===== config.mk =====
export PLATFORM = sky130hd
export DESIGN_NAME = fft_frame_sequencer
export DESIGN_NICKNAME = d
export VERILOG_FILES = /design/src/rtl/fft_frame_sequencer.sv
export SDC_FILE = /design/constraint.sdc
export NUM_CORES = 1
export LEC_CHECK = 0
export BUFFER_PORTS_ARGS = -buffer_cell sky130_fd_sc_hd__buf_2
export CORE_AREA = 2 2 105 107
export CTS_BUF_LIST = sky130_fd_sc_hd__clkbuf_2
export DETAILED_ROUTE_END_ITERATION = 10
export DIE_AREA = 0 0 107 109
export PLACE_DENSITY = 0.71
export SYNTH_ARGS = -nofsm -noshare
export SYNTH_HDL_FRONTEND = slang
export SYNTH_SLANG_ARGS = --single-unit

===== constraint.sdc =====
create_clock -name clk -period 2.36 [get_ports clk]
set_input_delay 0.118 -clock clk [delete_from_list [all_inputs] [get_ports clk]]
set_output_delay 0.118 -clock clk [all_outputs]
set_load 0.05 [all_outputs]

===== src/rtl/fft_frame_sequencer.sv =====
// Frame sequencer: fills frame RAM from the filter, runs the FFT under
// a watchdog, then drains the frame through a valid/ready output.
module fft_frame_sequencer #(
  parameter int ADDR_W      = 10,
  parameter int DATA_W      = 32,
  parameter int N_SAMPLES   = 1024,
  parameter int FFT_TIMEOUT = 65535
) (
  input  logic              clk,
  input  logic              rst,
  input  logic              start,
  output logic              busy,
  output logic              done,
  output logic              err,
  output logic              bpf_rst,
  input  logic              bpf_valid,
  input  logic [DATA_W-1:0] bpf_data,
  output logic              fft_rst,
  input  logic              fft_we,
  input  logic [ADDR_W-1:0] fft_addr,
  input  logic [DATA_W-1:0] fft_din,
  output logic [DATA_W-1:0] fft_dout,
  input  logic              fft_done,
  output logic              ram_we,
  output logic [ADDR_W-1:0] ram_addr,
  output logic [DATA_W-1:0] ram_din,
  input  logic [DATA_W-1:0] ram_dout,
  output logic              out_valid,
  output logic [DATA_W-1:0] out_data,
  input  logic              out_ready
);

  localparam int CW = ADDR_W + 1;
  localparam logic [CW-1:0] LAST = CW'(N_SAMPLES - 1);
  localparam logic [15:0]   WD_LAST = 16'(FFT_TIMEOUT - 1);

  typedef enum logic [2:0] {
    S_IDLE, S_FILL, S_FFT, S_DRAIN_RD, S_DRAIN_OUT, S_DONE
  } state_t;

  state_t            state_q, state_d;
  logic [CW-1:0]     wr_cnt_q, wr_cnt_d;
  logic [CW-1:0]     rd_cnt_q, rd_cnt_d;
  logic [15:0]       wd_q, wd_d;
  logic              err_q, err_d;
  logic              out_valid_q, out_valid_d;
  logic [DATA_W-1:0] out_data_q, out_data_d;
  logic              we_c;

  always_comb begin
    state_d     = state_q;
    wr_cnt_d    = wr_cnt_q;
    rd_cnt_d    = rd_cnt_q;
    wd_d        = wd_q;
    err_d       = err_q;
    out_valid_d = out_valid_q;
    out_data_d  = out_data_q;
    unique case (state_q)
      S_IDLE: begin
        if (start) begin
          state_d  = S_FILL;
          wr_cnt_d = '0;
          rd_cnt_d = '0;
          wd_d     = '0;
          err_d    = 1'b0;
        end
      end
      S_FILL: begin
        if (bpf_valid) begin
          wr_cnt_d = wr_cnt_q + 1'b1;
          if (wr_cnt_q == LAST) state_d = S_FFT;
        end
      end
      S_FFT: begin
        wd_d = wd_q + 16'd1;
        if (fft_done) begin
          state_d = S_DRAIN_RD;
        end else if (wd_q == WD_LAST) begin
          err_d   = 1'b1;
          state_d = S_IDLE;
        end
      end
      S_DRAIN_RD: state_d = S_DRAIN_OUT;
      S_DRAIN_OUT: begin
        // first cycle captures the RAM word, later cycles wait for ready
        if (!out_valid_q) begin
          out_data_d  = ram_dout;
          out_valid_d = 1'b1;
        end else if (out_ready) begin
          rd_cnt_d    = rd_cnt_q + 1'b1;
          out_valid_d = 1'b0;
          state_d     = (rd_cnt_q == LAST) ? S_DONE : S_DRAIN_RD;
        end
      end
      S_DONE:  state_d = S_IDLE;
      default: state_d = S_IDLE;
    endcase
  end

  always_comb begin
    we_c     = 1'b0;
    ram_addr = '0;
    ram_din  = '0;
    unique case (state_q)
      S_FILL: begin
        we_c     = bpf_valid;
        ram_addr = wr_cnt_q[ADDR_W-1:0];
        ram_din  = bpf_data;
      end
      S_FFT: begin
        we_c     = fft_we;
        ram_addr = fft_addr;
        ram_din  = fft_din;
      end
      S_DRAIN_RD, S_DRAIN_OUT: ram_addr = rd_cnt_q[ADDR_W-1:0];
      default: ;
    endcase
  end

  always_ff @(posedge clk) begin
    if (rst) begin
      state_q     <= S_IDLE;
      wr_cnt_q    <= '0;
      rd_cnt_q    <= '0;
      wd_q        <= '0;
      err_q       <= 1'b0;
      out_valid_q <= 1'b0;
      out_data_q  <= '0;
    end else begin
      state_q     <= state_d;
      wr_cnt_q    <= wr_cnt_d;
      rd_cnt_q    <= rd_cnt_d;
      wd_q        <= wd_d;
      err_q       <= err_d;
      out_valid_q <= out_valid_d;
      out_data_q  <= out_data_d;
    end
  end

  assign ram_we    = we_c & ~rst;
  assign fft_dout  = ram_dout;
  assign busy      = (state_q != S_IDLE);
  assign done      = (state_q == S_DONE);
  assign err       = err_q;
  assign bpf_rst   = (state_q != S_FILL);
  assign fft_rst   = (state_q != S_FFT);
  assign out_valid = out_valid_q;
  assign out_data  = out_data_q;

endmodule


==> results.py <==
metrics = {
    "status": {
        "outcome": "completed",
    },
    "worst_setup_path": {
        "path_cells": "buf_4, nor2b_1, nor2b_2, buf_12, a22o_1, buf_2",
        "critPathMaxStageDelay_ns": 0.40,
        "crit_required_ns": 2.24,
        "worstSetupEndpointType": "primary output",
        "cp-start-kind": "register",
        "ff2ff_path_depth": 5,
        "critPathLaunch": "state_q[1]",
        "crit_buf_inv": 3,
        "cp_data_arrival_time_ns": 2.08,
        "rrSetupSlack_ns": 0.47,
        "setup.worst_path.class": "register to primary output",
        "cpLargestDelayFamily": "buffers and inverters",
        "rr_startpoint": "state_q[2]",
        "crit_fanout": 35,
        "timing.rr.end": "wr_cnt_q[5]",
        "cp_slowest_cell": "dfxtp_2",
    },
    "global_routing": {
        "grt_use_total_pct": 21.2,
        "grt_pass1_wl_mm": 19.7,
        "grt_overflow_total": 0,
        "grt_max_degree": 39,
        "antenna_found_initial": 1,
        "grt_pass1_vias": 4269,
    },
    "pwr": {
        "p_int_w": 0.00194,
        "sw_frac_of_total_pct": 41.2,
        "p_sw_w": 0.00136,
        "clockPowerShare_pct": 21.2,
        "sequentialPowerShare_pct": 39.8,
        "vdd_drop_max_uv": 553,
        "cellPowerDensity_mw_per_mm2": 579,
        "leakage_nw": 2.56,
        "p_comb_share_pct": 38.9,
    },
    "die": {
        "dieArea_mm2": 0.0117,
        "fp.dieW_um": 107,
        "core_area_mm2": 0.0106,
        "start_util_pct": 38.7,
        "pin_count": 226,
        "fp-row-count": 38,
        "die_h_um": 109,
    },
    "synth": {
        "synthArstFlopShare_pct": 0,
        "synth_seq_cells": 75,
        "yosysSeqAreaShare_pct": 36.6,
        "synth_area_mm2": 0.00410,
        "synthFlopType": "dfxtp_1",
        "synth_enable_flop_cells": 0,
        "ys_types": 54,
        "yosys_warnings": 0,
        "syn-num-nets": 632,
        "post_synth.cell_area_avg_um2": 7.97,
        "synthCells": 515,
    },
    "clocking": {
        "clkLatencyLatePin_ns": 0.49,
        "tritoncts": "yes",
        "clk_pin_slew_ns": 0.21,
        "root_buffer": "clkbuf_2",
        "htreeDepth": 3,
        "clockBufferDepth": 2,
        "cts.sinks": 75,
        "cts_buffers": 9,
    },
    "timing": {
        "fmax_ghz": 0.454,
        "skew_ns": 0.0253,
        "slew_viol_final": 0,
        "tightest_slew_ns": 0.627,
        "hold_viol_final": 0,
        "hold_ws_ns": 0.117,
        "post-route-period-util_pct": 93.3,
        "maxSlewHeadroom_pct": 58.2,
        "min_period_ns": 2.20,
        "setup_violations": 0,
    },
    "detailed_routing": {
        "antenna_left": 0,
        "vias": 4553,
        "wl_per_cell_um": 14.7,
        "drtPass1Iterations": 5,
        "drt-total-wl_mm": 13.0,
        "drc_errors": 0,
        "drt_iter0_markers": 311,
        "vias_per_cell": 5.13,
    },
    "placement": {
        "io_buffer_count": 225,
        "placed_cells": 832,
        "hpwl_mm": 9.53,
        "gp_congestion": 0.878,
    },
    "layout": {
        "layout_common_cells": "219 x buf_2, 102 x nand2_1, 73 x dfxtp_1, 49 x a21oi_1, 37 x nor2_1",
        "final_common_cell": "buf_2",
        "final_cell_count_no_fill": 887,
        "final_nets": 858,
        "area.growth.synth_to_final_pct": 38.9,
        "drive_above_1_share_pct": 38.3,
    },
    "run": {
        "drv_cap": 0,
    },
    "hold_path": {
        "whs_path_depth": 2,
        "hold_path.class": "primary input to register",
        "whs_endpoint": "out_valid",
        "hold_start": "rst",
    },
}
[registers in the layout, indices dropped and copies added, names as in the netlist]
register / count
out_data: 32
rd_cnt_q: 11
out_valid: 1
state_q: 3
wd_q: 16
wr_cnt_q: 11
err: 1
[per-layer routing]
layer,track usage [%],wire (um),vias up
met3,3.53,825,22
met4,8.35,276,0
li1,-,-,2230
met5,0,0,-
met1,22.9,5190,2083
met2,41.0,6740,218
[synthesized netlist by cell type, types with 2 or more instances]
master | instances | share of area (%)
or3_1 | 4 | 0.61
and3_1 | 4 | 0.61
nand3b_1 | 2 | 0.37
a21oi_1 | 49 | 6.0
xor2_1 | 15 | 3.2
clkbuf_1 | 28 | 2.6
a211oi_1 | 2 | 0.37
nand3_1 | 16 | 2.0
mux2_1 | 6 | 1.6
ha_1 | 4 | 1.2
nor2_1 | 38 | 3.5
buf_4 | 32 | 5.9
and4_1 | 4 | 0.85
a31oi_1 | 3 | 0.46
a22oi_1 | 10 | 1.8
or2_0 | 2 | 0.30
a22o_1 | 32 | 6.8
dfxtp_1 | 75 | 37
xnor2_1 | 2 | 0.43
clkbuf_8 | 2 | 0.67
nor2b_1 | 5 | 0.76
o21ai_1 | 2 | 0.24
nand2_1 | 102 | 9.3
nand2b_1 | 4 | 0.61
inv_2 | 2 | 0.18
and2_1 | 5 | 0.76
mux2_2 | 9 | 2.5
a21oi_2 | 2 | 0.43
inv_1 | 3 | 0.27
o21ai_0 | 15 | 1.8
nand4_1 | 12 | 1.8
buf_6 | 2 | 0.55
[cell type report]
class | instances | area (um2)
inverters | 5 | 18.8
clock inverters | 6 | 65.1
clock buffers | 10 | 50.0
flip-flops and latches | 75 | 1500
fillers | 979 | 4900
repair buffers | 280 | 1690
diodes | 1 | 2.50
well taps | 140 | 175
multi-input cells | 370 | 2190
[cells by family after synthesis]
logic type	share of synthesized area (%)
and+or+nand+nor	24.2
AOI/OAI and AO/OA	20.0
DFF	36.6
buffers and inverters	10.2
xor gates and xnor gates	3.63
muxes	4.12
adders and majority gates	1.22
[power groups by stage]
| stage | registers, W | logic [W] | clock network, W |
|---|---|---|---|
| CTS | 0.00131 | 0.00125 | 0.000728 |
| floorplan | 0.00134 | 0.000894 | 0 |
| finish | 0.00131 | 0.00128 | 0.000699 |
| global placement | 0.00134 | 0.00119 | 0 |
| global route | 0.00132 | 0.00135 | 0.000788 |
| detailed placement | 0.00134 | 0.00120 | 0 |
[repair_timing]
action	4_1_cts	5_1_grt
setup buffers	0	2
cloned	0	1
pin swaps	0	1
hold buffers	35	0
endpoints found under the hold margin	36	0
setup endpoints to repair	6	43
gates resized for setup	3	10
[worst max-delay path by stage]
stage / end / slack, ns / depth (start not counted)
2_1_floorplan: ram_we / 0.09 / 6
3_3_place_gp: ram_din[23] / 0.53 / 5
3_5_place_dp: wr_cnt_q[5] / 0.45 / 5
4_1_cts: ram_din[23] / 0.04 / 6
5_1_grt: ram_addr[1] / -0.003 / 6
6_report: ram_din[27] / 0.16 / 6
[stage by stage]
step           power [W]  cell area [um2]  util [%]  setup TNS, ns  setup slack, ns
6_report         0.00330             5700      53.7              0            0.158
5_1_grt          0.00346             5700      53.7       -0.00255         -0.00255
4_1_cts          0.00329             5630      53.1              0           0.0420
3_5_place_dp     0.00254             5150      48.6              0            0.449
3_3_place_gp     0.00253             5150      48.6              0            0.527
2_1_floorplan    0.00223             4100         -              0           0.0924
Power figures use the tool's default switching activity.
